### config.mk
export PLATFORM = sky130hd
export DESIGN_NAME = mblock_stage_sequencer_flat
export DESIGN_NICKNAME = d
export VERILOG_FILES = /design/src/rtl/mblock_stage_sequencer_if.sv /design/src/rtl/mblock_stage_sequencer.sv /design/src/flat_wrapper.sv
export SDC_FILE = /design/constraint.sdc
export NUM_CORES = 1
export LEC_CHECK = 0
export CAP_MARGIN = 20
export CORE_ASPECT_RATIO = 1.2
export CORE_MARGIN = 2
export CORE_UTILIZATION = 37
export DETAILED_ROUTE_END_ITERATION = 10
export HOLD_SLACK_MARGIN = 0.05
export REMOVE_ABC_BUFFERS = 1
export SLEW_MARGIN = 20
export SYNTH_ARGS = -nofsm -noshare
export SYNTH_HDL_FRONTEND = slang
export SYNTH_SLANG_ARGS = --single-unit
### constraint.sdc
create_clock -name clk -period 4.7 [get_ports clk]
set_clock_uncertainty 0.05 [all_clocks]
set_input_delay 0.47 -clock clk [delete_from_list [all_inputs] [get_ports clk]]
set_output_delay 0.47 -clock clk [all_outputs]
set_load 0.005 [all_outputs]
### src/rtl/mblock_stage_sequencer_if.sv
// Memory-block access bus between the stage sequencer and the address mux / RAM / BROM side.
interface mblock_stage_sequencer_if;
    logic       mem_req;
    logic       mem_ack;
    logic [7:0] mem_rdata;
    logic [3:0] is_stage;
    logic [1:0] mblock_selector;
    logic [3:0] is_write;

    modport master (
        output mem_req, is_stage, mblock_selector, is_write,
        input  mem_ack, mem_rdata
    );

    modport slave (
        input  mem_req, is_stage, mblock_selector, is_write,
        output mem_ack, mem_rdata
    );
endinterface

### src/rtl/mblock_stage_sequencer.sv
// Steps one instruction through fetch, two operand reads and a result access,
// handshaking each access with the memory side and faulting on ack timeout.
module mblock_stage_sequencer #(
    parameter int unsigned WAIT_MAX = 15
) (
    input  logic                            clk,
    input  logic                            reset,
    input  logic                            run,
    input  logic                            execute_from_brom,
    mblock_stage_sequencer_if.master        mem,
    output logic [7:0]                      instr_op,
    output logic                            pc_advance,
    output logic                            fault
);

    localparam int unsigned CNT_W = 8;
    localparam int unsigned OP_W  = 8;

    typedef enum logic [2:0] {
        S_IDLE  = 3'd0,
        S_ACC0  = 3'd1,
        S_ACC1  = 3'd2,
        S_ACC2  = 3'd3,
        S_ACC3  = 3'd4,
        S_FAULT = 3'd5
    } state_e;

    state_e            state_q, state_d;
    logic [CNT_W-1:0]  wait_q, wait_d;
    logic [OP_W-1:0]   op_q, op_d;
    logic              brom_q, brom_d;
    logic              pc_adv_q, pc_adv_d;
    logic              in_access;

    assign in_access = (state_q == S_ACC0) || (state_q == S_ACC1) ||
                       (state_q == S_ACC2) || (state_q == S_ACC3);

    // State and datapath registers
    always_ff @(posedge clk) begin
        if (reset) begin
            state_q  <= S_IDLE;
            wait_q   <= '0;
            op_q     <= '0;
            brom_q   <= 1'b0;
            pc_adv_q <= 1'b0;
        end else begin
            state_q  <= state_d;
            wait_q   <= wait_d;
            op_q     <= op_d;
            brom_q   <= brom_d;
            pc_adv_q <= pc_adv_d;
        end
    end

    // Next state: advance on ack, fault when the wait budget runs out
    always_comb begin
        state_d  = state_q;
        wait_d   = wait_q;
        op_d     = op_q;
        brom_d   = brom_q;
        pc_adv_d = 1'b0;

        if (state_q == S_IDLE) begin
            wait_d = '0;
            if (run) begin
                state_d = S_ACC0;
                brom_d  = execute_from_brom;
            end
        end else if (in_access) begin
            if (mem.mem_ack) begin
                wait_d = '0;
                unique case (state_q)
                    S_ACC0: begin
                        op_d    = mem.mem_rdata;
                        state_d = S_ACC1;
                    end
                    S_ACC1:  state_d = op_q[7] ? S_ACC3 : S_ACC2;
                    S_ACC2:  state_d = S_ACC3;
                    default: begin
                        pc_adv_d = 1'b1;
                        if (run) begin
                            state_d = S_ACC0;
                            brom_d  = execute_from_brom;
                        end else begin
                            state_d = S_IDLE;
                        end
                    end
                endcase
            end else if (wait_q == CNT_W'(WAIT_MAX)) begin
                state_d = S_FAULT;
            end else begin
                wait_d = wait_q + CNT_W'(1);
            end
        end
    end

    // Outputs decoded from registered state only
    always_comb begin
        mem.mem_req         = 1'b0;
        mem.is_stage        = 4'b0000;
        mem.mblock_selector = 2'b00;
        mem.is_write        = 4'b0000;
        fault               = 1'b0;
        unique case (state_q)
            S_ACC0: begin
                mem.mem_req         = 1'b1;
                mem.is_stage        = 4'b0001;
                mem.mblock_selector = {1'b0, brom_q};
            end
            S_ACC1: begin
                mem.mem_req         = 1'b1;
                mem.is_stage        = 4'b0010;
                mem.mblock_selector = op_q[1:0];
            end
            S_ACC2: begin
                mem.mem_req         = 1'b1;
                mem.is_stage        = 4'b0100;
                mem.mblock_selector = op_q[3:2];
            end
            S_ACC3: begin
                mem.mem_req         = 1'b1;
                mem.is_stage        = 4'b1000;
                mem.mblock_selector = op_q[5:4];
                mem.is_write        = {op_q[6], 3'b000};
            end
            S_FAULT: fault = 1'b1;
            default: ;
        endcase
    end

    assign instr_op   = op_q;
    assign pc_advance = pc_adv_q;

endmodule

### src/flat_wrapper.sv
// flat-port wrapper written by rule: the top's interface ports become plain ports
module mblock_stage_sequencer_flat 
#(
    parameter int unsigned WAIT_MAX = 15
)
  (clk, reset, run, execute_from_brom, instr_op, pc_advance, fault, mem_mem_req, mem_is_stage, mem_mblock_selector, mem_is_write, mem_mem_ack, mem_mem_rdata);
  mblock_stage_sequencer_if mem_i ();
  input  logic clk;
  input  logic reset;
  input  logic run;
  input  logic execute_from_brom;
  output logic [7:0] instr_op;
  output logic pc_advance;
  output logic fault;
  output wire logic [$bits(mem_i.mem_req)-1:0] mem_mem_req;
  output wire logic [$bits(mem_i.is_stage)-1:0] mem_is_stage;
  output wire logic [$bits(mem_i.mblock_selector)-1:0] mem_mblock_selector;
  output wire logic [$bits(mem_i.is_write)-1:0] mem_is_write;
  input wire logic [$bits(mem_i.mem_ack)-1:0] mem_mem_ack;
  input wire logic [$bits(mem_i.mem_rdata)-1:0] mem_mem_rdata;
  assign mem_mem_req = mem_i.mem_req;
  assign mem_is_stage = mem_i.is_stage;
  assign mem_mblock_selector = mem_i.mblock_selector;
  assign mem_is_write = mem_i.is_write;
  assign mem_i.mem_ack = mem_mem_ack;
  assign mem_i.mem_rdata = mem_mem_rdata;
  mblock_stage_sequencer #(.WAIT_MAX(WAIT_MAX)) u_core (.clk(clk), .reset(reset), .run(run), .execute_from_brom(execute_from_brom), .mem(mem_i), .instr_op(instr_op), .pc_advance(pc_advance), .fault(fault));
endmodule
# Word-level counts from Yosys, hierarchy flattened
# Index checks and enable logic that the tools add are counted.
[totals]
register_bits = 21
input_bits = 13
output_inout_bits = 21
wordCells = 54
[classes]
addsub = 1
eq_ne = 9
muxes = 21
bitwise_logic = 3
n_reduce_logical = 15
[ops]
columns = ["operator", "count"]
rows = [
  ["3-bit 2-to-1 mux", 6],
  ["8-bit 2-to-1 mux", 2],
  ["4-bit one-hot mux with 4 select lines", 1],
  ["1-bit 2-to-1 mux", 9],
  ["3-bit one-hot mux with 3 select lines", 1],
  ["8-bit by 1-bit adder with 8-bit output, second input constant", 1],
  ["8-bit by 4-bit == test with 1-bit output, second input constant", 1],
  ["2-bit one-hot mux with 4 select lines", 1],
  ["4-bit OR reduction", 2],
  ["3-bit by 2-bit == test with 1-bit output, second input constant", 2],
  ["3-bit == test, second input constant", 2],
  ["3-bit AND reduction", 2],
  ["4-bit 2-to-1 mux", 1],
  ["2-bit != test, second input constant", 2],
  ["4-bit AND reduction", 1],
  ["2-bit nonzero test", 2],
  ["3-bit by 1-bit == test with 1-bit output, second input constant", 1],
  ["3-bit zero test", 1],
  ["1-bit logical OR", 3],
  ["1-bit inverter", 3],
  ["3-bit nonzero test", 1],
  ["3-bit OR reduction", 1],
  ["2-bit by 1-bit != test with 1-bit output, second input constant", 1],
  ["2-bit AND reduction", 1],
  ["2-bit OR reduction", 1],
]

# Depth between registers and ports, before layout
# Gate-level depths: netlist of the first run.
[logic_depth]
depth_word = 6
ltp_mapped = 6

# Least setup slack after synthesis of the first run
# No wires, ideal clock.
[synth_path]
kind = "register to output"
startpoint = "register u_core.state_q[0]"
endpoint = "output port mem_mblock_selector[0]"
arrival_ns = 1.183
required_ns = 4.180
setup_slack_ns = 2.997
path_stages_with_launch = 5
n_path_buf = 1
cell_sequence = "dfxtp_1 -> buf_2 -> nor3b_1 -> a22oi_1 -> a21boi_0"
[synth_between]
elab_chain_len = 2
elab_cells_between_ends = 5
cone_classes = "eq/ne: 4; mux: 1"
[synth_rtl]
columns = ["item", "line", "rtl"]
rows = [
  ["start: declaration", "mblock_stage_sequencer.sv:28", "state_e state_q, state_d;"],
  ["start signal: assignment", "mblock_stage_sequencer.sv:47", "state_q <= state_d;"],
  ["3-bit == test (tied with other cells)", "mblock_stage_sequencer.sv:104", "unique case (state_q)"],
  ["2-bit one-hot mux with 4 select lines *", "mblock_stage_sequencer.sv:104", ""],
  ["end: declaration", "flat_wrapper.sv:17", "output wire logic [$bits(mem_i.mblock_selector)-1:0] mem_mblock_selector;"],
]
# Mark *: on every way between the ends. The rest lies on a longest branch, timed or not.

# Worst setup path after layout of the first run
[layout_path]
startpoint = "register u_core.state_q[2]"
endpoint = "output port mem_mblock_selector[0]"
# The elaborated chain is that of the path after synthesis.

==> summary.txt, run 1 <==
Synthesis
  • Yosys top cell by area: dfxtp_1
  • Primary FF master, synth: dfxtp_1
  • Ys async rst share: 0%
  • Register area share after synthesis: 34.6%
  • Synth unique cells: 41
  • Synth top cells by count: 21 x dfxtp_1, 18 x nor2_1, 12 x mux2i_1, 7 x o21ai_0
  • Ys Warns: 0
  • Synth Area in Adders: 1.85%
  • Synth Cell Area: 1210 um2
  • Mean Syn Cell Area: 8.80 um2
  • Number of flops mapped to enable cells by yosys: 0
  • Simple-gate area share of the yosys netlist: 23.9%
  • Post-synthesis mux area share: 9.89%
  • FF+latch count, synth: 21
  • Most common cell in the synthesized netlist: dfxtp_1
  • Post-synthesis compound-gate area fraction: 19.8%
  • Yosys top cell area share: 34.6%
  • Cells after Synth: 138
  • XOR/XNOR Fraction of Synth Area: 0%
  • Main combinational cell family by area after synthesis: simple AND/OR/NAND/NOR gates
  • Top cells by area, synth: dfxtp_1 35%, mux2i_1 9.9%, nor2_1 5.6%, buf_6 4.6%, o21ai_0 2.9%

Critical path
  • Arrival time worst endpoint: 2220 ps
  • CP max FO: 18
  • Worst path slowest cell: dfxtp_1
  • Worst R2R End: u_core.wait_q[3]$_SDFFE_PP0P_
  • Worst r2r src: u_core.state_q[2]$_SDFFE_PP0P_
  • Worst Setup End Kind: output port
  • Path type of the worst setup path: reg -> out
  • Critical path, cell by cell: or3_1, and2_1, a21boi_0, clkdlybuf4s50_1
  • R2r setup slk: 2690 ps
  • Slowest Stage Delay on Critical Path: 740 ps
  • CP Launch Type: flip-flop
  • Cell depth of the worst flop-to-flop path: 4
  • Worst Path Required: 4180 ps

Outcome
  • Status: completed

Drt
  • Drt wl/cell: 13.8 um
  • Vias after detailed routing: 1074
  • Vias per cell: 5.40
  • TritonRoute pass-1 iters: 4
  • First DRT Iteration DRCs: 17
  • # DRC: 0
  • Antenna-violating nets left: 0
  • Detailed Route WL: 2.75 mm

Final layout
  • Area growth from synthesis to layout: 23.4%
  • Reg area: 420 um2
  • Number of fill cells: 316
  • Share of post-route cells with drive strength above 1: 11.7%
  • NumNets Final: 178
  • Finished layout cell area: 1500 um2
  • Ant diodes: 0
  • Footprint of the multi-input gates: 684 um2

Clocking
  • Worst skew pair latency: 300 ps
  • CTS clock-pin slew for the worst setup and hold paths: 120 ps
  • CTS buffer count: 3
  • Longest Clk Path Bufs: 2
  • H-tree Lvls: 1
  • Root buf cell: clkbuf_4
  • CTS tree: done
  • Post-CTS Resized: 0
  • Clk sink count: 21
  • Post-CTS Setup Bufs: 0
  • Post-CTS Hold Buffers: 0

Global route
  • Gr usage total: 15.5%
  • Total grt overflow: 0
  • First-pass GRT wire length: 4.77 mm
  • Initial antenna violation count: 0
  • Largest net degree at the start of global routing: 19
  • Vias in the first global route: 1072

Place
  • Area after DPL: 1470 um2
  • Gpl congestion: 0.763
  • Place WS: 2330 ps
  • PortBufs: 30
  • Post-DP HPWL: 2.03 mm

STA
  • Worst setup margin: 1960 ps
  • Worst slew margin: 58.4%
  • Final Hold Viols: 0
  • Fmax: 365 MHz
  • RSZ-0062 raised after global routing: false
  • Worst slew pin tran: 623 ps
  • Endpoints failing setup: 0
  • Post-Route Setup TNS: 0 ps
  • Fin. max-slew vios: 0
  • Period utilization: 58.2%
  • Post-route minimum period: 2740 ps
  • Hold WS: 482 ps

Min path
  • Hold Path Depth: 2
  • Min-Delay Path Class: reg -> reg
  • Hold wc startpoint: u_core.wait_q[0]$_SDFFE_PP0P_
  • Hold endpoint: u_core.wait_q[0]$_SDFFE_PP0P_

Floorplanning
  • Initial Util: 39.1%
  • Core area: 3110 um2
  • Die ar.: 3760 um2
  • I/O pins: 34
  • Die X-Extent: 56.3 um
  • Die height: 66.8 um
  • Row cnt: 22

Pwr
  • Static leakage: 0.518 nW
  • Worst ir drop on vdd: 163 uV
  • Pwr Density: 400 nW/um2

Flow run
  • Max-cap violations: 0
## flip-flops by register name (all words and copies together) (netlist names)
name and cells:
u_core.instr_op 8, u_core.brom_q 1, u_core.wait_q 8, u_core.pc_advance 1, u_core.state_q 3
## logic make-up (layout without fill, tap and decap cells)
group / Yosys count / after routing
adders and majority gates: 2 / 2
and+or+nand+nor: 55 / 55
AOI/OAI and AO/OA: 30 / 30
other: 1 / 3
muxes: 12 / 12
buffers and inverters: 17 / 40
DFF: 21 / 21
## area by class of cell
class	count	area share [%]
Clock buffer	4	1.75
Inverter	6	1.50
Multi-Input combinational cell	102	45.7
Sequential cell	21	28.0
Tap cell	36	3.01
Timing Repair Buffer	30	20.0
## routing by layer
metal | up-vias | GRT usage, % | share of wire, %
met5 | - | 0 | 0
met4 | 0 | 2.68 | 0.29
met3 | 2 | 2.91 | 5.2
met2 | 26 | 28.7 | 49
met1 | 509 | 18.8 | 45
li1 | 537 | - | -
## stage by stage
stage          utilization, %  power [mW]  std cells
4_1_cts                  48.2       0.606        199
3_3_place_gp             47.3       0.511        195
6_report                 48.2       0.599        199
2_1_floorplan               -       0.406        129
3_5_place_dp             47.3       0.516        195
5_1_grt                  48.2       0.643        199
## cell usage in the layout (no fill, tap or decap), types with 3 or more instances in the layout
| cell | n |
|---|---|
| nand3_1 | 6 |
| conb_1 | 3 |
| nor2_1 | 18 |
| nand2_1 | 6 |
| inv_1 | 6 |
| o21ai_0 | 7 |
| dfxtp_1 | 21 |
| a21oi_1 | 6 |
| or3_2 | 4 |
| nor4_1 | 3 |
| clkdlybuf4s50_1 | 30 |
| mux2i_1 | 12 |
| clkbuf_4 | 3 |
| a22oi_1 | 3 |
## worst max-delay path, delay by kind of cell, from the launching register on
family | cells | cell delay [ps]
flops | 1 | 740
simple gates | 2 | 460
buf+inv | 1 | 530
compound gates | 1 | 180
## worst max path at each step
stage,to,from
4_1_cts,mem_mblock_selector[0],u_core.state_q[2]$_SDFFE_PP0P_
2_1_floorplan,mem_mblock_selector[0],u_core.state_q[2]$_SDFFE_PP0P_
6_report,mem_mblock_selector[0],u_core.state_q[2]$_SDFFE_PP0P_
3_3_place_gp,mem_mblock_selector[0],u_core.state_q[2]$_SDFFE_PP0P_
5_1_grt,mem_mblock_selector[0],u_core.state_q[2]$_SDFFE_PP0P_
3_5_place_dp,mem_mblock_selector[0],u_core.state_q[2]$_SDFFE_PP0P_
## where the power goes
group,internal (mW),total [mW],switching [mW]
Clock,0.0330,0.0878,0.0548
Sequential,0.201,0.246,0.0458
Combinational,0.139,0.265,0.126
(Power assumes the default switching activity.)
==> run 2: changes to the inputs <==
--- a/config.mk
+++ b/config.mk
@@ -11,6 +11,7 @@
 export CORE_UTILIZATION = 37
 export DETAILED_ROUTE_END_ITERATION = 10
 export HOLD_SLACK_MARGIN = 0.05
+export PLACE_DENSITY = 0.67
 export REMOVE_ABC_BUFFERS = 1
 export SLEW_MARGIN = 20
 export SYNTH_ARGS = -nofsm -noshare
==> constraint.sdc (replaced) <==
create_clock -name clk -period 2.3 [get_ports clk]
set_clock_uncertainty 0.05 [all_clocks]
set_input_delay 0.23 -clock clk [delete_from_list [all_inputs] [get_ports clk]]
set_output_delay 0.23 -clock clk [all_outputs]
set_load 0.005 [all_outputs]
==> run 2 against run 1 <==
Combinational power increased by 120%. Highest routed layer unchanged. Critical path type unchanged. Largest cell class unchanged. Global-route usage increased by 0.32 points. Sequential share of layout area down 0.092 points.
==> summary.txt, run 2 (synthesis results as in run 1) <==
Outcome
  • Status: completed (unchanged)

Min path
  • Hold endpoint: u_core.brom_q$_SDFFE_PP0P_ (was u_core.wait_q[0]$_SDFFE_PP0P_)
  • Hold wc startpoint: execute_from_brom (was u_core.wait_q[0]$_SDFFE_PP0P_)
  • Min-Delay Path Class: in -> reg (was reg -> reg)
  • Hold Path Depth: 3 (was 2)

Critical path
  • Slowest Stage Delay on Critical Path: 450 ps (was 740 ps)
  • Cell depth of the worst flop-to-flop path: 4 (unchanged)
  • Worst setup startpoint: u_core.state_q[1]$_SDFFE_PP0P_ (was u_core.state_q[2]$_SDFFE_PP0P_)
  • Worst Path Required: 2020 ps (was 4180 ps)
  • CP max FO: 11 (was 18)
  • R2r setup slk: 470 ps (was 2690 ps)
  • Arrival time worst endpoint: 1920 ps (was 2220 ps)
  • Path type of the worst setup path: reg -> out (unchanged)
  • CP Launch Type: flip-flop (unchanged)
  • Worst path slowest cell: clkdlybuf4s50_1 (was dfxtp_1)
  • Worst Setup End Kind: output port (unchanged)
  • Critical path, cell by cell: or3_4, and2_1, a21boi_0, clkdlybuf4s50_1 (was or3_1, and2_1, a21boi_0, clkdlybuf4s50_1)
  • Worst R2R End: u_core.wait_q[5]$_SDFFE_PP0P_ (was u_core.wait_q[3]$_SDFFE_PP0P_)
  • Worst r2r src: u_core.wait_q[5]$_SDFFE_PP0P_ (was u_core.state_q[2]$_SDFFE_PP0P_)

Global route
  • Initial antenna violation count: 0 (unchanged)
  • Vias in the first global route: 1098 (was 1072)
  • Gr usage total: 15.8% (was 15.5%)
  • First-pass GRT wire length: 4.85 mm (was 4.77 mm)
  • Largest net degree at the start of global routing: 14 (was 19)
  • Total grt overflow: 0 (unchanged)

Pwr
  • Static leakage: 0.533 nW (was 0.518 nW)
  • Share of total power in sequential cells: 39.2% (was 41.2%)
  • Logic pwr share: 46.4% (was 44.2%)
  • Sw Ratio: 37.4% (was 37.8%)
  • Pint: 0.792 mW (was 0.372 mW)
  • Clock share of power: 14.4% (was 14.7%)
  • Psw: 0.474 mW (was 0.227 mW)
  • Worst ir drop on vdd: 634 uV (was 163 uV)
  • Pwr Density: 824 nW/um2 (was 400 nW/um2)

Final layout
  • NumNets Final: 180 (was 178)
  • Number of fill cells: 303 (was 316)
  • Ant diodes: 0 (unchanged)
  • Most frequent cells in the layout: 30 x clkdlybuf4s50_1, 18 x dfxtp_1, 17 x nor2_1, 12 x mux2i_1, 7 x o21ai_0 (was 30 x clkdlybuf4s50_1, 21 x dfxtp_1, 18 x nor2_1, 12 x mux2i_1, 7 x o21ai_0)
  • Finished layout cell area: 1540 um2 (was 1500 um2)
  • Area growth from synthesis to layout: 26.4% (was 23.4%)
  • Share of post-route cells with drive strength above 1: 16.4% (was 11.7%)
  • Commonest non-fill, non-tap cell in the layout: clkdlybuf4s50_1 (unchanged)
  • Layout Cells excl Fill: 201 (was 199)

Drt
  • Vias after detailed routing: 1082 (was 1074)
  • First DRT Iteration DRCs: 27 (was 17)
  • Detailed Route WL: 2.78 mm (was 2.75 mm)
  • # DRC: 0 (unchanged)
  • TritonRoute pass-1 iters: 6 (was 4)
  • Antenna-violating nets left: 0 (unchanged)
  • Vias per cell: 5.38 (was 5.40)
  • Drt wl/cell: 13.8 um (about the same)

Clocking
  • Worst skew pair latency: 310 ps (was 300 ps)
  • CTS tree: done (unchanged)
  • CTS clock-pin slew for the worst setup and hold paths: 130 ps (was 120 ps)
  • Clk sink count: 21 (unchanged)
  • Root buf cell: clkbuf_4 (unchanged)
  • CTS buffer count: 3 (unchanged)
  • Post-CTS Hold Buffers: 0 (unchanged)
  • H-tree Lvls: 1 (unchanged)
  • Longest Clk Path Bufs: 2 (unchanged)

Place
  • Post-DP HPWL: 2.16 mm (was 2.03 mm)
  • Placed insts: 197 (was 195)
  • PortBufs: 30 (unchanged)
  • Gpl congestion: 0.875 (was 0.763)
  • Place WS: 279 ps (was 2330 ps)
  • Area after DPL: 1490 um2 (was 1470 um2)

STA
  • Endpoints failing setup: 0 (unchanged)
  • RSZ-0062 raised after global routing: false (unchanged)
  • Post-Route Setup TNS: 0 ps (unchanged)
  • Post-route minimum period: 2200 ps
  • Fin. max-slew vios: 0 (unchanged)
  • Worst setup margin: 96.1 ps (was 1960 ps)
  • Period utilization: 95.8%
  • Fmax: 454 MHz
  • Final Hold Viols: 0 (unchanged)

Floorplanning
  • Die height: 66.8 um (unchanged)
  • Initial Util: 39.1% (unchanged)
  • Core area: 3110 um2 (unchanged)
  • Die ar.: 3760 um2 (unchanged)
  • Row cnt: 22 (unchanged)
  • Die X-Extent: 56.3 um (unchanged)
  • I/O pins: 34 (unchanged)

Flow run
  • Max-cap violations: 0 (unchanged)
run 2: cell count changes in the layout (fill, tap and decap cells not counted), sizes merged:
cell and change:
buf +2
run 2: layer usage:
| layer | vias up | part of all wire [%] | track usage (%) |
|---|---|---|---|
| li1 | 542 | - | - |
| met1 | 497 | 42 | 19.6 |
| met2 | 41 | 51 | 28.5 |
| met3 | 2 | 6.6 | 3.30 |
| met4 | 0 | 0.50 | 2.68 |
| met5 | - | 0 | 0 |
run 2: how the worst max path moves through the flow:
stage	end	cells past startpoint
2_1_floorplan	u_core.wait_q[0]$_SDFFE_PP0P_	4
3_3_place_gp	mem_mblock_selector[0]	4
3_5_place_dp	mem_mblock_selector[0]	4
4_1_cts	mem_mblock_selector[0]	4
5_1_grt	mem_mblock_selector[0]	4
6_report	mem_mblock_selector[0]	4
run 2: through the flow:
stage / hold WS [ps] / util [%] / power (mW)
6_report: 460 / 49.4 / 1.27
5_1_grt: 466 / 49.4 / 1.36
4_1_cts: 461 / 48.8 / 1.25
3_5_place_dp: 466 / 47.8 / 1.06
3_3_place_gp: 442 / 47.8 / 1.06
2_1_floorplan: 252 / - / 0.831
run 2: timing repair:
action	CTS	global route
hold endpoints to repair	0	0
endpoints found under the setup margin	1	1
resized for setup	2	6
setup buffers	0	0
run 2: layout make-up:
type                    instances  area [um2]  area share [%]
flip-flops and latches         21         429            28.0
well taps                      36        45.0            2.93
repair buffers                 32         315            20.5
clock buffers                   4        26.3            1.71
inverters                       6        22.5            1.47
multi-input cells             102         697            45.4
run 2: worst max-delay path: cells and delay by family, from the launching register on:
| kind | cells | cell delay, ps |
|---|---|---|
| AOI/OAI and AO/OA | 1 | 120 |
| buffers and inverters | 1 | 450 |
| DFF | 1 | 420 |
| and+or+nand+nor | 2 | 620 |
run 2: power by group through the flow:
stage          registers, mW  logic (mW)  clock network [mW]
2_1_floorplan          0.491       0.340                   0
3_3_place_gp           0.492       0.564                   0
3_5_place_dp           0.493       0.568                   0
4_1_cts                0.487       0.573               0.186
5_1_grt                0.508       0.648               0.205
6_report               0.496       0.587               0.182
==> run 3: changes to the inputs <==
--- a/config.mk
+++ b/config.mk
@@ -6,7 +6,7 @@
 export NUM_CORES = 1
 export LEC_CHECK = 0
 export CAP_MARGIN = 20
-export CORE_ASPECT_RATIO = 1.2
+export CORE_ASPECT_RATIO = 2
 export CORE_MARGIN = 2
 export CORE_UTILIZATION = 37
 export DETAILED_ROUTE_END_ITERATION = 10
==> run 3 against run 2 <==
Power is 4.9% higher. Critical path depth stayed put. Count of clock-buffer cells in the layout stayed put. Design area hardly changed. Sequential power is 0.8% lower. Worst setup slack better by 3.9 ps. Register-to-register slack better by 20 ps. Highest routed layer unchanged. Largest cell class unchanged. Final cell count is 2.5% lower. Global-route usage is 2.5 points higher.
==> summary.txt, run 3 (synthesis results as in run 1) <==
Global route
  • Gr usage total: 18.3% (was 15.8%)
  • Vias in the first global route: 1111 (was 1098)
  • Total grt overflow: 0 (unchanged)
  • Initial antenna violation count: 0 (unchanged)
  • First-pass GRT wire length: 5.13 mm (was 4.85 mm)
  • Largest net degree at the start of global routing: 14 (unchanged)

STA
  • Fin. max-slew vios: 0 (unchanged)
  • RSZ-0062 raised after global routing: false (unchanged)
  • Fmax: 455 MHz (was 454 MHz)
  • Period utilization: 95.6% (was 95.8%)
  • Hold WS: 473 ps (was 460 ps)
  • Post-route minimum period: 2200 ps (about the same)
  • Final Hold Viols: 0 (unchanged)
  • Worst setup margin: 100 ps (was 96.1 ps)
  • Endpoints failing setup: 0 (unchanged)
  • Post-Route Setup TNS: 0 ps (unchanged)

Place
  • Place WS: 325 ps (was 279 ps)
  • PortBufs: 30 (unchanged)
  • Gpl congestion: 0.868 (was 0.875)
  • Post-DP HPWL: 2.26 mm (was 2.16 mm)

Pwr
  • Pwr Density: 864 nW/um2 (was 824 nW/um2)
  • Worst ir drop on vdd: 639 uV (was 634 uV)
  • Static leakage: 0.541 nW (was 0.533 nW)

Drt
  • Detailed Route WL: 2.97 mm (was 2.78 mm)
  • Vias after detailed routing: 1101 (was 1082)
  • Antenna-violating nets left: 0 (unchanged)
  • TritonRoute pass-1 iters: 4 (was 6)
  • Drt wl/cell: 15.2 um (was 13.8 um)
  • # DRC: 0 (unchanged)
  • Vias per cell: 5.62 (was 5.38)
  • First DRT Iteration DRCs: 25 (was 27)

Min path
  • Hold endpoint: u_core.wait_q[1]$_SDFFE_PP0P_ (was u_core.brom_q$_SDFFE_PP0P_)
  • Hold Path Depth: 2 (was 3)
  • Min-Delay Path Class: reg -> reg (was in -> reg)
  • Hold wc startpoint: u_core.wait_q[1]$_SDFFE_PP0P_ (was execute_from_brom)

Critical path
  • Path type of the worst setup path: reg -> out (unchanged)
  • Critical path, cell by cell: or3_1, and2_1, a21boi_0, clkdlybuf4s50_1 (was or3_4, and2_1, a21boi_0, clkdlybuf4s50_1)
  • Crit path depth: 4 (unchanged)
  • Worst r2r src: u_core.wait_q[5]$_SDFFE_PP0P_ (unchanged)
  • R2r setup slk: 490 ps (was 470 ps)
  • CP Launch Type: flip-flop (unchanged)
  • CP bufs+invs: 1 (unchanged)
  • Slowest Stage Delay on Critical Path: 460 ps (was 450 ps)
  • Cell depth of the worst flop-to-flop path: 4 (unchanged)
  • Worst path slowest cell: or3_1 (was clkdlybuf4s50_1)
  • Crit-path leading delay family: simple AND/OR/NAND/NOR gates (unchanged)
  • Worst Setup End Kind: output port (unchanged)
  • Arrival time worst endpoint: 1920 ps (about the same)
  • CP max FO: 11 (unchanged)
  • Worst R2R End: u_core.wait_q[5]$_SDFFE_PP0P_ (unchanged)
  • Worst Path Required: 2020 ps (about the same)

Outcome
  • Status: completed (unchanged)

Final layout
  • Area growth from synthesis to layout: 26.5% (was 26.4%)
  • Most frequent cells in the layout: 30 x clkdlybuf4s50_1, 19 x dfxtp_1, 18 x nor2_1, 12 x mux2i_1, 7 x o21ai_0 (was 30 x clkdlybuf4s50_1, 18 x dfxtp_1, 17 x nor2_1, 12 x mux2i_1, 7 x o21ai_0)
  • Commonest non-fill, non-tap cell in the layout: clkdlybuf4s50_1 (unchanged)
  • Share of post-route cells with drive strength above 1: 14.5% (was 16.4%)
  • NumNets Final: 180 (unchanged)
  • Ant diodes: 0 (unchanged)

Floorplanning
  • Initial Util: 38.5% (was 39.1%)
  • Row cnt: 29 (was 22)
  • Die X-Extent: 44.5 um (was 56.3 um)
  • Core area: 3160 um2 (was 3110 um2)
  • Die height: 85.0 um (was 66.8 um)
  • I/O pins: 34 (unchanged)
  • Die ar.: 3790 um2 (was 3760 um2)

Clocking
  • Clk sink count: 21 (unchanged)
  • H-tree Lvls: 1 (unchanged)
  • CTS buffer count: 3 (unchanged)
  • CTS tree: done (unchanged)
  • Post-CTS Hold Buffers: 0 (unchanged)
  • Root buf cell: clkbuf_8 (was clkbuf_4)
  • Longest Clk Path Bufs: 2 (unchanged)
  • Worst skew pair latency: 270 ps (was 310 ps)
  • Post-CTS Setup Bufs: 0 (unchanged)
  • CTS clock-pin slew for the worst setup and hold paths: 80 ps (was 130 ps)

Flow run
  • Max-cap violations: 0 (unchanged)
## run 3: cell counts in the layout (fill, tap and decap cells not counted)
Identical to the previous run, type by type.
## run 3: worst max path at each step
stage,to,startpoint,slack (ps)
after floorplan,u_core.wait_q[0]$_SDFFE_PP0P_,u_core.state_q[2]$_SDFFE_PP0P_,590
after global placement,mem_mblock_selector[0],u_core.state_q[0]$_SDFFE_PP0P_,320
after detailed placement,u_core.wait_q[5]$_SDFFE_PP0P_,mem_mem_ack,330
after CTS,mem_mblock_selector[0],u_core.state_q[1]$_SDFFE_PP0P_,90
after global routing,mem_mblock_selector[0],u_core.state_q[1]$_SDFFE_PP0P_,20
final,mem_mblock_selector[0],u_core.state_q[1]$_SDFFE_PP0P_,100
## run 3: report_power, final
part           internal (mW)  switching (mW)  leakage (nW)
combinational          0.293           0.286         0.347
sequential             0.415          0.0772         0.171
clock                  0.124           0.132        0.0228
## run 3: area by class of cell
type / instances / area (um2)
fillers: 320 / 1620
multi-input cells: 102 / 689
flip-flops and latches: 21 / 425
repair buffers: 32 / 315
clock buffers: 4 / 45.0
well taps: 31 / 38.8
inverters: 6 / 22.5
## run 3: per-layer routing
metal | vias to the layer above | share of wire (%) | global-route usage (%)
met2 | 42 | 56 | 30.7
met5 | - | 0 | 0
met1 | 510 | 37 | 20.2
met3 | 7 | 4.4 | 3.19
li1 | 542 | - | -
met4 | 0 | 3.1 | 11.3
## run 3: what timing repair did
| item | 4_1_cts | 5_1_grt |
|---|---|---|
| setup endpoints to repair | 1 | 1 |
| gates resized for setup | 2 | 2 |
| endpoints found under the hold margin | 0 | 0 |
## run 3: tightest hold or removal path, stage by stage, from the launching register on
cell      delay (ps)
dfxtp_1          340
nand2_1           80
a211oi_2          50
## run 3: metrics by stage
stage | instances | instance area [um2] | total power [mW] | util, %
6_report | 196 | 1540 | 1.33 | 48.7
5_1_grt | 196 | 1540 | 1.41 | 48.7
4_1_cts | 196 | 1530 | 1.33 | 48.4
3_3_place_gp | 192 | 1480 | 1.06 | 46.9
2_1_floorplan | 129 | 1130 | 0.831 | -
3_5_place_dp | 192 | 1480 | 1.06 | 46.9
